<file path="src/rtl/uart_rx.sv">
// UART receiver: 2-FF synchronised rx line, oversampled start/data/stop deserialiser.
// Emits a one-clk rx_done strobe per frame with the word and a stop-bit framing flag.
module uart_rx #(
    parameter int unsigned DBIT       = 8,
    parameter int unsigned OVERSAMPLE = 16,
    parameter int unsigned SB_TICK    = 16
) (
    input  logic            clk,
    input  logic            reset,
    input  logic            tick,
    input  logic            rx,
    output logic [DBIT-1:0] dout,
    output logic            rx_done,
    output logic            frame_err,
    output logic            busy
);

    localparam int unsigned SW = $clog2(SB_TICK);
    localparam int unsigned NW = $clog2(DBIT);

    localparam logic [SW-1:0] S_HALF = SW'(OVERSAMPLE / 2 - 1);
    localparam logic [SW-1:0] S_MID  = SW'(OVERSAMPLE - 1);
    localparam logic [SW-1:0] S_LAST = SW'(SB_TICK - 1);
    localparam logic [NW-1:0] N_LAST = NW'(DBIT - 1);

    localparam logic [1:0] IDLE  = 2'd0;
    localparam logic [1:0] START = 2'd1;
    localparam logic [1:0] DATA  = 2'd2;
    localparam logic [1:0] STOP  = 2'd3;

    logic            rx_meta_q, rx_s_q;
    logic [1:0]      state_q, state_d;
    logic [SW-1:0]   s_q, s_d;
    logic [NW-1:0]   n_q, n_d;
    logic [DBIT-1:0] shift_q, shift_d;
    logic            stop_bit_q, stop_bit_d;
    logic [DBIT-1:0] dout_q, dout_d;
    logic            frame_err_q, frame_err_d;
    logic            rx_done_q, rx_done_d;

    always_ff @(posedge clk or posedge reset) begin
        if (reset) begin
            rx_meta_q <= 1'b1;
            rx_s_q    <= 1'b1;
        end else begin
            rx_meta_q <= rx;
            rx_s_q    <= rx_meta_q;
        end
    end

    always_comb begin
        state_d     = state_q;
        s_d         = s_q;
        n_d         = n_q;
        shift_d     = shift_q;
        stop_bit_d  = stop_bit_q;
        dout_d      = dout_q;
        frame_err_d = frame_err_q;
        rx_done_d   = 1'b0;
        case (state_q)
            IDLE: begin
                // Start edge is taken without waiting for a tick.
                if (!rx_s_q) begin
                    state_d = START;
                    s_d     = '0;
                end
            end
            START: begin
                if (tick) begin
                    if (s_q == S_HALF) begin
                        s_d = '0;
                        if (!rx_s_q) begin
                            state_d = DATA;
                            n_d     = '0;
                        end else begin
                            state_d = IDLE;
                        end
                    end else begin
                        s_d = s_q + SW'(1);
                    end
                end
            end
            DATA: begin
                if (tick) begin
                    if (s_q == S_MID) begin
                        s_d     = '0;
                        shift_d = {rx_s_q, shift_q[DBIT-1:1]};
                        if (n_q == N_LAST) begin
                            state_d = STOP;
                        end else begin
                            n_d = n_q + NW'(1);
                        end
                    end else begin
                        s_d = s_q + SW'(1);
                    end
                end
            end
            STOP: begin
                if (tick) begin
                    if (s_q == S_MID) begin
                        stop_bit_d = rx_s_q;
                    end
                    if (s_q == S_LAST) begin
                        state_d   = IDLE;
                        s_d       = '0;
                        dout_d    = shift_q;
                        rx_done_d = 1'b1;
                        // With a single stop period the mid-bit sample is this very tick.
                        frame_err_d = (s_q == S_MID) ? ~rx_s_q : ~stop_bit_q;
                    end else begin
                        s_d = s_q + SW'(1);
                    end
                end
            end
            default: state_d = IDLE;
        endcase
    end

    always_ff @(posedge clk or posedge reset) begin
        if (reset) begin
            state_q     <= IDLE;
            s_q         <= '0;
            n_q         <= '0;
            shift_q     <= '0;
            stop_bit_q  <= 1'b0;
            dout_q      <= '0;
            frame_err_q <= 1'b0;
            rx_done_q   <= 1'b0;
        end else begin
            state_q     <= state_d;
            s_q         <= s_d;
            n_q         <= n_d;
            shift_q     <= shift_d;
            stop_bit_q  <= stop_bit_d;
            dout_q      <= dout_d;
            frame_err_q <= frame_err_d;
            rx_done_q   <= rx_done_d;
        end
    end

    assign dout      = dout_q;
    assign rx_done   = rx_done_q;
    assign frame_err = frame_err_q;
    assign busy      = (state_q != IDLE);

endmodule

</file>
<file path="config.mk">
export PLATFORM = sky130hd
export DESIGN_NAME = uart_rx
export DESIGN_NICKNAME = d
export VERILOG_FILES = /design/src/rtl/uart_rx.sv
export SDC_FILE = /design/constraint.sdc
export NUM_CORES = 1
export LEC_CHECK = 0
export CAP_MARGIN = 20
export CORE_UTILIZATION = 50
export DETAILED_ROUTE_END_ITERATION = 10
export PLACE_DENSITY = 0.74
export SYNTH_ARGS = -nofsm -noshare
export SYNTH_HDL_FRONTEND = slang
export SYNTH_SLANG_ARGS = --single-unit
</file>
<file path="constraint.sdc">
create_clock -name clk -period 2 [get_ports clk]
set_input_delay 0.3 -clock clk [delete_from_list [all_inputs] [get_ports clk]]
set_output_delay 0.3 -clock clk [all_outputs]
set_load 0.05 [all_outputs]
</file>
# Word level (Yosys, flattened, before mapping)
# Cells that the tools add are included.
[op_classes] add_sub_neg=2 eq_ne=17 muxes=26 bitwise=1 reduce_logical=9
[ops] operator="4-bit 2-to-1 mux" n=5
[ops] operator="2-bit != test, second input constant" n=10
[ops] operator="2-bit 2-to-1 mux" n=9
[ops] operator="3-bit 2-to-1 mux" n=6
[ops] operator="4-bit one-hot mux with 3 select lines" n=1
[ops] operator="3-bit AND reduction" n=3
[ops] operator="2-bit one-hot mux with 4 select lines" n=1
[ops] operator="8-bit AND reduction" n=1
[ops] operator="7-bit AND reduction" n=1
[ops] operator="3-bit one-hot mux with 2 select lines" n=1
[ops] operator="4-bit by 1-bit adder with 4-bit output, second input constant" n=1
[ops] operator="2-bit equality test, second input constant" n=2
[ops] operator="4-bit by 3-bit equality test with 1-bit output, second input constant" n=1
[ops] operator="4-bit equality test, second input constant" n=1
[ops] operator="2-bit nonzero test" n=2
[ops] operator="3-bit by 1-bit adder with 3-bit output, second input constant" n=1
[ops] operator="3-bit equality test, second input constant" n=1
[ops] operator="1-bit 2-to-1 mux" n=3
[ops] operator="2-bit by 1-bit equality test with 1-bit output, second input constant" n=1
[ops] operator="2-bit logical NOT" n=1
[ops] operator="2-bit by 1-bit != test with 1-bit output, second input constant" n=1
[ops] operator="2-bit OR reduction" n=1
[ops] operator="1-bit inverter" n=1
[totals] reg_bits=29 input_bits=4 output_inout_bits=11 wordCells=64

# Depth between registers and ports, before layout
[depth] word_depth=5 mapped_depth=6 depth_no_buf=5

# Worst setup path before layout
# No wires, ideal clock.
[synth_timing] kind="register to register" from="register s_q[0]" to="register shift_q[0]" setup_time_ns=0.125 arrival_time_ns=1.463 required_time_ns=1.875 path_slack_ns=0.412 path_stages_with_launch=5 n_path_buf=0 period_less_slack_ns=1.588 path_cell_list="dfrtp_1 ha_1 nand2_1 nor3_4 mux2_2"
[synth_via] elab_chain_cells=2
[synth_lines] element="start: declaration" line="33" text="logic [SW-1:0] s_q, s_d;"
[synth_lines] element="start signal: assignment" line="122" text="s_q <= '0;"
[synth_lines] element="start signal: assignment" line="131" text="s_q <= s_d;"
[synth_lines] element="4-bit equality test" line="85" text="if (s_q == S_MID) begin"
[synth_lines] element="3-bit AND reduction (no line)"
[synth_lines] element="end signal: assignment" line="133" text="shift_q <= shift_d;"
[synth_lines] element="end: declaration" line="35" text="logic [DBIT-1:0] shift_q, shift_d;"
# Every way passes these cells.
# A chain may end at the register's enable or synchronous reset.

# Worst setup path in the final report
[layout_timing] from="register dout_q[3] (netlist: dout[3])" to="output dout[3]"
[layout_lines] element="start: declaration" line="37" text="logic [DBIT-1:0] dout_q, dout_d;"
[layout_lines] element="start signal: assignment" line="135" text="dout_q <= dout_d;"
[layout_lines] element="end: declaration" line="12" text="output logic [DBIT-1:0] dout,"
# No word-level cell between the ends.

==> reports/metrics.cfg <==
[drt]
viasPerCell=5.58
dr.pass1.iters=5
drt_wl_total_um=2230
antenna_left=0
drc=0
wire_per_inst_um=15.1
initialDrtViolationCount=20
dr_total_vias=820

[sta]
finalSetupViolCount=0
slew_violations=0
tns_ns=0
max_slew_margin_pct=66.0
fin_ws_ns=0.198
period_share_pct=90.1
tightestPinTransition_ns=0.509
rsz0062_at_grt=no
finalClockSkew_ns=0.0113
max_clock_freq_mhz=555
post-route-min-period_ns=1.80
finalHoldViolCount=0

[worst_hold_path]
hold_path.class=input port to asynchronous set/reset pin

[clock_tree]
cts_max_level=2
cts_hold_buf=0
clk_path_buf_depth=2
clockRootBuffer=clkbuf_4
clkLatencyLatePin_ns=0.33
cts_tree=done
cts_made_buffers=5
cts_sinks=29
cts_setup_buffers=0
clkTransAtPathRegs_ns=0.09
cts_resized=0

[synth]
syn_area_mm2=0.00127
ys_top_cells_by_area=dfrtp_1 (53%), mux2_2 (15%), dfstp_2 (4.1%)
netlist.area_leader.share_pct=53.3
yosysWarnings=0
avgSynthCellArea_um2=13.2
seq_area_frac_synth_pct=57.4
synthCells=96
ys_ff_latch=29
syn_nets=103
synth_top_cell_by_area=dfrtp_1
synth_cell_types=29

[cells_and_area]
diodes=0
final_cell_mix=dfrtp_1 (27), mux2_2 (17), clkdlybuf4s50_1 (13)
area.growth.synth_to_final_pct=19.3
drive_gt1_share_pct=31.9
final_common_cell=dfrtp_1
fin_nets=125

[power_and_ir_drop]
powerDensity_mw_per_mm2=833
ir_drop_mv=0.706
p_leak_uw=0.000727

[worst_setup_path]
crit_path_start_kind=flip-flop
cp.arrival_ns=1.50
critPathMaxFanout=2
slowest_delay_ns=0.81
crit_path_end_kind=output pin
worst-path-buf-inv=1
crit_required_ns=1.70
cp_slowest_cell=clkdlybuf4s50_1
critPathTopFamily=buffers and inverters
crit_chain=clkdlybuf4s50_1
critical_path_class=flip-flop to output pin

[floorplan]
start_util_pct=55.2
ios=15
core-area_mm2=0.00230
die_y_um=52.4
dieArea_mm2=0.00274
rows=17
die_x_um=52.4

[global_routing]
grtUsageTotal_pct=21.0
antenna_found_initial=0
grt_pass1_vias=882
grt_pass1_wl_um=3870
grt_start_max_net_pins=30
grt-ovfl-total=0

[placement]
place_congestion=0.912
hpwlAfterDp_um=1580
preCtsSetupSlack_ns=0.128
io_buffer_count=14

[job]
drv_cap=0

[run_status]
status=completed

==> cells in the mapped netlist, drive strengths merged <==
cell	count
o31ai	1
nor4	2
and3	2
o21ai	2
buf	4
nor2	6
a32o	1
a21bo	1
o31a	1
nand4	1
dfstp	2
nor3	2
xnor2	1
a21oi	3
dfrtp	27
mux2	17
nand3b	1
a22o	2
or4	1
inv	4
ha	3
nand3	5
a21o	2
a311o	1
nand2	4
==> worst paths after layout <==
path / cells after the start / end / slack [ns] / from
worst max-delay path: 1 / dout[3] / 0.20 / dout[3]
worst min-delay path: 3 / dout[0] / 0.33 / reset
worst max register to register: 5 / n_q[0] / 0.29 / s_q[0]
worst min register to register: 0 / rx_s_q / 0.36 / rx_meta_q
max in group asynchronous: 3 / rx_s_q / 1.35 / reset
min in group clk: 0 / rx_s_q / 0.36 / rx_meta_q
==> cell type report <==
type                       instances  area (um^2)
clock buffer                       7         45.0
clock inverter                     1         5.00
fill                             193          783
inverter                           4         15.0
multi-input combinational         59          498
sequential                        29          728
tap                               28         35.0
timing repair buffer              19          188
==> layer usage <==
layer	part of all wire (%)	global-route usage, %
met5	0	0
met3	4.6	8.70
met1	46	25.4
met4	3.3	14.5
met2	46	30.0
==> metrics by stage <==
stage	hold slack [ns]	power (uW)	cells	instance area [um^2]	utilization (%)
final	0.326	1260	147	1510	65.9
after global routing	0.367	1330	147	1510	65.9
after CTS	0.327	1270	147	1510	65.9
after detailed placement	0.352	941	139	1460	63.7
after global placement	0.349	920	139	1460	63.7
after floorplan	0.304	893	96	1270	-
==> power breakdown <==
part | leakage, uW | switching, uW | internal, uW
clock | 0.0000293 | 195 | 137
sequential | 0.000383 | 78.6 | 636
combinational | 0.000315 | 112 | 103
total | 0.000727 | 386 | 875
==> cells by family after synthesis <==
| group | share of synthesized area [%] |
|---|---|
| compound gates | 8.38 |
| fa+ha+maj | 2.96 |
| buf+inv | 3.35 |
| mux | 15.1 |
| simple gates | 12.1 |
| xor+xnor | 0.690 |
| flops | 57.4 |
==> flip-flops by register name, summed over array words and instances, names as in the netlist, named ones only <==
name       cells
rx_meta_q      1
rx_done        1
frame_err      1
state_q        1
s_q            4
rx_s_q         1
shift_q        8
n_q            3
dout           8
(Power assumes the default switching activity.)
